==> src/rtl/memgame_pkg.sv <==
// Shared constants for the Memory Game: board size, default geometry and
// the reveal/compare/hide state encoding.
package memgame_pkg;

  localparam int NCARDS    = 16;
  localparam int GRID_COLS = 4;
  localparam int GRID_ROWS = 4;

  localparam int DEF_GRID_X0     = 50;
  localparam int DEF_GRID_Y0     = 30;
  localparam int DEF_CARD_W      = 150;
  localparam int DEF_CARD_H      = 120;
  localparam int DEF_GAP         = 20;
  localparam int DEF_HOLD_CYCLES = 40_000_000;

  localparam logic [1:0] ST_NONE = 2'd0;
  localparam logic [1:0] ST_ONE  = 2'd1;
  localparam logic [1:0] ST_SHOW = 2'd2;

endpackage

==> src/rtl/card_hit_decoder.sv <==
// Maps a click position to a card index on the 4x4 board using range
// compares only; gaps and off-board positions give no hit.
module card_hit_decoder
  import memgame_pkg::*;
#(
  parameter int GRID_X0 = DEF_GRID_X0,
  parameter int GRID_Y0 = DEF_GRID_Y0,
  parameter int CARD_W  = DEF_CARD_W,
  parameter int CARD_H  = DEF_CARD_H,
  parameter int GAP     = DEF_GAP
) (
  input  logic        pclk,
  input  logic        rst,
  input  logic        flush,
  input  logic        click,
  input  logic [10:0] click_x,
  input  logic [10:0] click_y,
  output logic        hit_valid,
  output logic [3:0]  hit_idx
);

  logic [31:0] x_val;
  logic [31:0] y_val;
  logic [31:0] col_lo;
  logic [31:0] row_lo;
  logic        col_hit;
  logic        row_hit;
  logic [1:0]  col_idx;
  logic [1:0]  row_idx;

  assign x_val = {21'd0, click_x};
  assign y_val = {21'd0, click_y};

  // Cells are disjoint, so at most one column and one row can match.
  always_comb begin
    col_lo  = '0;
    row_lo  = '0;
    col_hit = 1'b0;
    row_hit = 1'b0;
    col_idx = '0;
    row_idx = '0;
    for (int c = 0; c < GRID_COLS; c++) begin
      col_lo = 32'(GRID_X0 + c * (CARD_W + GAP));
      if (x_val >= col_lo && x_val < col_lo + 32'(CARD_W)) begin
        col_hit = 1'b1;
        col_idx = 2'(c);
      end
    end
    for (int r = 0; r < GRID_ROWS; r++) begin
      row_lo = 32'(GRID_Y0 + r * (CARD_H + GAP));
      if (y_val >= row_lo && y_val < row_lo + 32'(CARD_H)) begin
        row_hit = 1'b1;
        row_idx = 2'(r);
      end
    end
  end

  always_ff @(posedge pclk) begin
    if (rst || flush) begin
      hit_valid <= 1'b0;
      hit_idx   <= '0;
    end else begin
      hit_valid <= click && col_hit && row_hit;
      if (click) begin
        hit_idx <= {row_idx, col_idx};
      end
    end
  end

endmodule

==> src/rtl/card_flip_ctrl.sv <==
// Memory Game controller: decodes clicks to cards and runs the
// reveal/compare/hide sequence that drives the card overlay drawers.
module card_flip_ctrl
  import memgame_pkg::*;
#(
  parameter int GRID_X0     = DEF_GRID_X0,
  parameter int GRID_Y0     = DEF_GRID_Y0,
  parameter int CARD_W      = DEF_CARD_W,
  parameter int CARD_H      = DEF_CARD_H,
  parameter int GAP         = DEF_GAP,
  parameter int HOLD_CYCLES = DEF_HOLD_CYCLES
) (
  input  logic        pclk,
  input  logic        rst,
  input  logic        new_game,
  input  logic        click,
  input  logic [10:0] click_x,
  input  logic [10:0] click_y,
  input  logic [63:0] card_values,
  output logic [15:0] visible_mask,
  output logic [15:0] matched_mask,
  output logic [7:0]  moves,
  output logic        busy,
  output logic        game_done
);

  localparam int HOLD_W = $clog2(HOLD_CYCLES + 1);
  localparam logic [HOLD_W-1:0] HOLD_LOAD = HOLD_W'(HOLD_CYCLES - 1);

  logic              hit_valid;
  logic [3:0]        hit_idx;
  logic              accept;
  logic [1:0]        state, state_n;
  logic [NCARDS-1:0] reveal, reveal_n, matched_n;
  logic [7:0]        moves_n;
  logic [HOLD_W-1:0] hold_cnt, hold_n;
  logic [3:0]        first_idx, first_n, second_idx, second_n;

  card_hit_decoder #(
    .GRID_X0 (GRID_X0),
    .GRID_Y0 (GRID_Y0),
    .CARD_W  (CARD_W),
    .CARD_H  (CARD_H),
    .GAP     (GAP)
  ) u_hit (
    .pclk      (pclk),
    .rst       (rst),
    .flush     (new_game),
    .click     (click),
    .click_x   (click_x),
    .click_y   (click_y),
    .hit_valid (hit_valid),
    .hit_idx   (hit_idx)
  );

  assign accept = hit_valid && !reveal[hit_idx] && !matched_mask[hit_idx];
  assign busy   = (state == ST_SHOW);

  // new_game is applied last so it overrides whatever the FSM decided.
  always_comb begin
    state_n   = state;
    reveal_n  = reveal;
    matched_n = matched_mask;
    moves_n   = moves;
    hold_n    = hold_cnt;
    first_n   = first_idx;
    second_n  = second_idx;
    case (state)
      ST_NONE: begin
        if (accept) begin
          reveal_n[hit_idx] = 1'b1;
          first_n           = hit_idx;
          state_n           = ST_ONE;
        end
      end
      ST_ONE: begin
        if (accept) begin
          reveal_n[hit_idx] = 1'b1;
          second_n          = hit_idx;
          hold_n            = HOLD_LOAD;
          moves_n           = (moves == 8'hFF) ? moves : moves + 8'd1;
          state_n           = ST_SHOW;
        end
      end
      ST_SHOW: begin
        if (hold_cnt == '0) begin
          if (card_values[{first_idx, 2'b00} +: 4] == card_values[{second_idx, 2'b00} +: 4]) begin
            matched_n[first_idx]  = 1'b1;
            matched_n[second_idx] = 1'b1;
          end
          reveal_n[first_idx]  = 1'b0;
          reveal_n[second_idx] = 1'b0;
          state_n              = ST_NONE;
        end else begin
          hold_n = hold_cnt - HOLD_W'(1);
        end
      end
      default: state_n = ST_NONE;
    endcase
    if (new_game) begin
      state_n   = ST_NONE;
      reveal_n  = '0;
      matched_n = '0;
      moves_n   = '0;
      hold_n    = '0;
    end
  end

  always_ff @(posedge pclk) begin
    if (rst) begin
      state        <= ST_NONE;
      reveal       <= '0;
      matched_mask <= '0;
      visible_mask <= '0;
      moves        <= '0;
      hold_cnt     <= '0;
      first_idx    <= '0;
      second_idx   <= '0;
      game_done    <= 1'b0;
    end else begin
      state        <= state_n;
      reveal       <= reveal_n;
      matched_mask <= matched_n;
      visible_mask <= reveal_n | matched_n;
      moves        <= moves_n;
      hold_cnt     <= hold_n;
      first_idx    <= first_n;
      second_idx   <= second_n;
      game_done    <= !new_game && (matched_mask == 16'hFFFF);
    end
  end

endmodule

==> config.mk <==
export PLATFORM = sky130hd
export DESIGN_NAME = card_flip_ctrl
export DESIGN_NICKNAME = d
export VERILOG_FILES = /design/src/rtl/memgame_pkg.sv /design/src/rtl/card_hit_decoder.sv /design/src/rtl/card_flip_ctrl.sv
export SDC_FILE = /design/constraint.sdc
export NUM_CORES = 1
export LEC_CHECK = 0
export BUFFER_PORTS_ARGS = -buffer_cell sky130_fd_sc_hd__buf_2
export CAP_MARGIN = 20
export CORE_MARGIN = 5
export CORE_UTILIZATION = 35
export DETAILED_ROUTE_END_ITERATION = 10
export GPL_ROUTABILITY_DRIVEN = 0
export GPL_TIMING_DRIVEN = 0
export PLACE_DENSITY = 0.58
export SETUP_SLACK_MARGIN = 0.1
export SYNTH_ARGS = -nofsm -noshare
export SYNTH_HDL_FRONTEND = slang
export SYNTH_SLANG_ARGS = --single-unit
==> constraint.sdc <==
create_clock -name pclk -period 4.3 [get_ports pclk]
set_clock_uncertainty 0.15 [all_clocks]
set_input_delay 0.215 -clock pclk [delete_from_list [all_inputs] [get_ports pclk]]
set_output_delay 0.215 -clock pclk [all_outputs]
set_load 0.05 [all_outputs]
## Word level (Yosys, flattened, before mapping)

Index checks and enable logic that the tools add are counted.

- Shifts and indexed selects: 2
- $lt $le $gt $ge: 22
- Reduce and logical (&&, ||, !) cells: 30
- Add/sub/neg operators: 2
- Equal/unequal tests: 9
- Bitwise operators: 9
- Muxes and demuxes: 39

Operators with widths:

| kind | number |
|---|---|
| $shiftx 64x7->4 | 2 |
| $mux 16 | 7 |
| $or 16x16->16 | 4 |
| $mux 26 | 2 |
| $pmux 26 s2 | 1 |
| $ge 11x9->1 const B | 3 |
| $lt 11x10->1 const B | 3 |
| $lt 11x9->1 const B | 3 |
| $and 16x16->16 | 2 |
| $not 16->16 | 2 |
| $pmux 16 s2 | 1 |
| $logic_not 26->1 | 1 |
| $sub 26x1->26 const B | 1 |
| $ge 11x8->1 const B | 2 |
| $lt 11x8->1 const B | 2 |
| $eq 16x16->1 const B | 1 |
| $logic_and 1x1->1 | 16 |
| $lt 4x5->1 const B | 3 |
| $mux 1 | 15 |
| $mux 2 | 7 |
| $demux 1 s4 | 3 |
| $ge 4x1->1 const B | 3 |
| $ge 11x10->1 const B | 1 |
| $ge 11x5->1 const B | 1 |
| other kinds (18) | 27 |

- Bits of input ports: 90
- Bits in registers: 98
- Logic and storage cells: 124
- Output and inout port bits: 42

## Depth between registers and ports, before layout

- Depth in word-level cells: 11
- Mapped depth: 12
- Depth with buffers taken out: 9

## Cells and area by module

A second synthesis with hierarchy kept.

- Cells, all modules: 673
- Area total of the unflattened synthesis: 6272.3 µm²

Modules (own cells, without submodules):

| module | times used | sequential area each (µm²) | area each (µm²) | cells each |
|---|---|---|---|---|
| card_flip_ctrl | 1 | 1861.8 | 5758.0 | 601 |
| card_hit_decoder | 1 | 100.1 | 514.2 | 72 |

## Least setup slack after synthesis

No wires, ideal clock.

- Path type: register to register
- Start: register first_idx[0]
- End: register visible_mask[15]
- Library setup time: 74 ps
- Clock period less this slack: 2690 ps
- Data arrival time: 2466 ps
- Buffers on the path: 3
- Required time: 4076 ps
- Stages on the path, launching flop included: 11
- Setup slack: 1610 ps
- Cell sequence: dfxtp_1 -> buf_6 -> clkbuf_1 -> mux4_2 -> a22oi_1 -> nand2_1 -> xor2_1 -> nor3_2 -> nand4_2 -> buf_6 -> o211ai_2

- Longest elaborated chain between the ends: 11
- Elaborated cells between the ends (all ways): 20
- Classes of those cells: order compare: 2; eq/ne: 1; shift: 1; mux: 9; bitwise: 6; reduce/logical: 1

RTL lines:

| element | line | RTL |
|---|---|---|
| start, declared | card_flip_ctrl.sv:37 | `logic [3:0] first_idx, first_n, second_idx, second_n;` |
| start signal, assigned | card_flip_ctrl.sv:127 | `first_idx <= first_n;` |
| $lt 4x5->1 (implied by the code) / $ge 4x1->1 (equally long branches) | card_flip_ctrl.sv:88, card_flip_ctrl.sv:91 |  |
| $logic_and 1x1->1 (implied by the code) | card_flip_ctrl.sv:88, card_flip_ctrl.sv:91 |  |
| $mux 1 (implied by the code) | card_flip_ctrl.sv:88, card_flip_ctrl.sv:91 |  |
| $demux 1 s4 | card_flip_ctrl.sv:88, card_flip_ctrl.sv:91 |  |
| $not 16->16 (no line) / $or 16x16->16 (equally long branches) | -- |  |
| $and 16x16->16 (no line) / $or 16x16->16 (equally long branches) | -- |  |
| $and 16x16->16 (no line) / $mux 16 (equally long branches) | -- |  |
| $mux 16 | card_flip_ctrl.sv:86 | `if (hold_cnt == '0) begin` |
| $pmux 16 s2 / $mux 16 (equally long branches) | card_flip_ctrl.sv:68 | `case (state)` |
| $mux 16 | card_flip_ctrl.sv:100 | `if (new_game) begin` |
| $or 16x16->16 * | card_flip_ctrl.sv:124 | `visible_mask <= reveal_n \| matched_n;` |
| end signal, assigned | card_flip_ctrl.sv:124 |  |
| end, declared | card_flip_ctrl.sv:20 | `output logic [15:0] visible_mask,` |

Every way passes the cells marked *; elsewhere a longest branch is shown, timed or not.
A chain may end at the register's enable or synchronous reset.

## Worst setup path in the final report

- Start: register first_idx[0]
- End: register visible_mask[9]

The elaborated chain is that of the path after synthesis.

==> results.cfg <==
[critical_path]
critical_path_required_ns = 4.40
crit_path_end_kind = flop
crit_arrival_ns = 3.41
critical_path.max_fanout = 10
worstSetupStartpointType = flop
crit_type = flop to flop
r2r_cells = 10

[routing]
wl_per_cell_um = 17.4
vias = 5594
drtIter0Drc = 329
dr.pass1.iters = 5
via_per_inst = 5.55
drc = 0
antenna_left = 0
routed_wl_um = 17600

[global_routing]
antenna_found_initial = 0
first_global_vias = 5469
grt_first_pass_wirelength_um = 29000
grt_remaining_overflow = 0
track_usage_pct = 18.2
grt_max_degree = 15

[hold_path]
min_path_cells = 2
min-delay-path-class = input pin to flop

[clock_network]
cts-root-buf = clkbuf_16
cts_tree = done
clkLatencyLatePin_ns = 0.35
post_cts_buffers = 0
path_clk_slew_ns = 0.07
cts_htree_levels = 3
cts_buffers = 9
cts_resized = 0
clockBufferDepth = 2
clock_sinks = 98
hold_buffers = 0

[sta]
timing.hold.ws_ns = 0.0795
rsz0062_at_grt = no
tightest_slew_ns = 0.747
slew_headroom_pct = 49.8
fin_ws_ns = 0.992
fin_crit_ns = 3.31
setup_viol = 0
fin_crit_sh_pct = 76.9
fmax_mhz = 302
hold_violations = 0
setup_tns_ns = 0
drv_slew = 0

[logic_synthesis]
synth-seq-area-share_pct = 33.5
yosys.area_share.adder_pct = 0.641
yosys_register_bits = 98
synth_top_family_by_area = simple AND/OR/NAND/NOR gates
synthXorXnorAreaFrac_pct = 3.59
ys_async_sr_fraction_pct = 0
syn_nets = 741
synth_cell_types = 61
synthCells = 648
synth_mux_area_share_pct = 14.9
synth_edf_count = 0
synth_simple_gate_area_share_pct = 22.3
synth-compound-area-share_pct = 19.8
syn_area_sq_um = 5860
yosysWarningCount = 0
ys.flop_type = dfxtp_1
syn_avg_cell_area_sq_um = 9.04

[place]
hpwl_um = 13300
portBuffers = 126
post-place-ws_ns = 0.971
placedCellCount = 994

[power_and_ir_drop]
peakVddDrop_mv = 0.177
cellLeakagePower_nw = 2.88
powerDensity_nw_per_um2 = 270

[final_layout]
syn_to_final_growth_pct = 20.7
nNetsFinal = 878
utilization_pct = 42.8
antenna_cells = 0
final_cells = 1008
drive_above_1_share_pct = 25.8

[floorplan]
die-area_sq_um = 19400
io_pins = 132
floorplan.initialDensity_pct = 35.5
dieWidth_um = 139
die_h_um = 139
core_area_sq_um = 16500
rows = 47

[run]
cap_viol_max_count = 0

[run_status]
status = finished, final reports clean
==> stage by stage <==
step | power, W | instance area, sq um
floorplan | 0.00100 | 5860
global placement | 0.00108 | 6760
detailed placement | 0.00108 | 6760
CTS | 0.00192 | 7070
global route | 0.00198 | 7070
finish | 0.00191 | 7070
==> final timing paths <==
| path | start | end | slack, ns |
|---|---|---|---|
| setup reg to reg | first_idx[0] | visible_mask[9] | 0.99 |
| setup / recovery | first_idx[0] | visible_mask[9] | 0.99 |
| hold reg to reg | moves[6] | moves[6] | 0.34 |
| hold / removal | rst | first_idx[3] | 0.08 |
==> registers in the layout, indices dropped and copies added, names as in the netlist <==
signal and cells:
moves 8, state 2, visible_mask 16, hold_cnt 26, second_idx 4, reveal 16, game_done 1, u_hit.hit_idx 4
matched_mask 16, first_idx 4, u_hit.hit_valid 1
==> cells by family after synthesis <==
| family | count (synthesis) |
|---|---|
| DFF | 98 |
| buffers and inverters | 68 |
| adders and majority gates | 3 |
| AOI/OAI and AO/OA | 163 |
| muxes | 41 |
| xor gates and xnor gates | 24 |
| and+or+nand+nor | 251 |
==> worst max-delay path, stage by stage (launching register included) <==
cell      delay (ns)
dfxtp_1         0.42
buf_6           0.19
clkbuf_1        0.51
mux4_2          0.59
a22oi_1         0.18
nand2_1         0.09
xor2_1          0.18
nor3_2          0.26
nand4_2         0.21
buf_6           0.22
o22ai_1         0.21
==> layout make-up <==
| type | count | area, sq um |
|---|---|---|
| Tap cell | 220 | 275 |
| Multi-Input combinational cell | 482 | 3590 |
| Fill cell | 1674 | 9450 |
| Clock buffer | 11 | 243 |
| Sequential cell | 98 | 1960 |
| Timing Repair Buffer | 126 | 631 |
| Clock inverter | 3 | 65.1 |
| Buffer | 46 | 228 |
| Inverter | 22 | 82.6 |
==> synth_stat cells (7+ instances only) <==
library cell | number | area share, %
nand3_1 | 23 | 2.0
mux2i_1 | 7 | 1.2
xnor2_1 | 8 | 1.2
mux4_2 | 24 | 9.2
mux4_1 | 10 | 4.5
nand4_1 | 12 | 1.3
o21ai_1 | 16 | 1.4
a22oi_1 | 22 | 2.8
o211ai_2 | 13 | 2.8
nor2b_1 | 12 | 1.3
nor3_1 | 18 | 1.5
buf_2 | 8 | 0.68
o21ai_0 | 10 | 0.85
o31ai_1 | 10 | 1.3
xor2_1 | 16 | 2.4
nor4_1 | 9 | 0.96
dfxtp_1 | 98 | 33
nand2_1 | 54 | 3.5
clkbuf_1 | 28 | 1.8
or3_1 | 17 | 1.8
or4_1 | 10 | 1.3
nor2_1 | 59 | 3.8
inv_1 | 22 | 1.4
a31oi_1 | 10 | 1.1
a21oi_1 | 37 | 3.2
==> cell usage in the layout, fill, tap and decap left out, types with 4 or more instances in the layout <==
cell type	n
mux2i_1	7
xor2_1	16
and3_1	4
o21ai_1	16
a21oi_1	37
o31ai_1	10
o211ai_2	13
mux4_2	24
nand3_1	23
mux4_1	10
clkbuf_1	29
a211oi_1	6
dfxtp_1	98
buf_1	4
nor2_1	59
nor2b_1	12
buf_2	134
inv_1	22
a22oi_1	22
or4_1	10
clkbuf_16	9
a41oi_1	4
or2_2	4
o211ai_1	6
a31oi_1	10
nand4_1	12
nand2_1	54
and2_1	6
xnor2_1	8
nor3_1	18
buf_6	6
o21ai_0	10
or3_1	17
o21a_1	6
nor4_1	9
nand3b_1	4
==> per-layer routing <==
| metal | track usage (%) | vias up | routed length, um |
|---|---|---|---|
| met5 | 0 | - | 0 |
| met4 | 4.84 | 0 | 233 |
| met3 | 4.15 | 22 | 1190 |
| met2 | 29.3 | 185 | 8000 |
| met1 | 24.7 | 2649 | 8160 |
| li1 | - | 2738 | - |
==> power breakdown <==
part | internal, W | switching (W) | total, W
logic | 0.0000699 | 0.0000782 | 0.000148
registers | 0.000909 | 0.000000422 | 0.000909
clock network | 0.000518 | 0.000335 | 0.000853
Note: power is estimated with default switching activity, not from simulation.
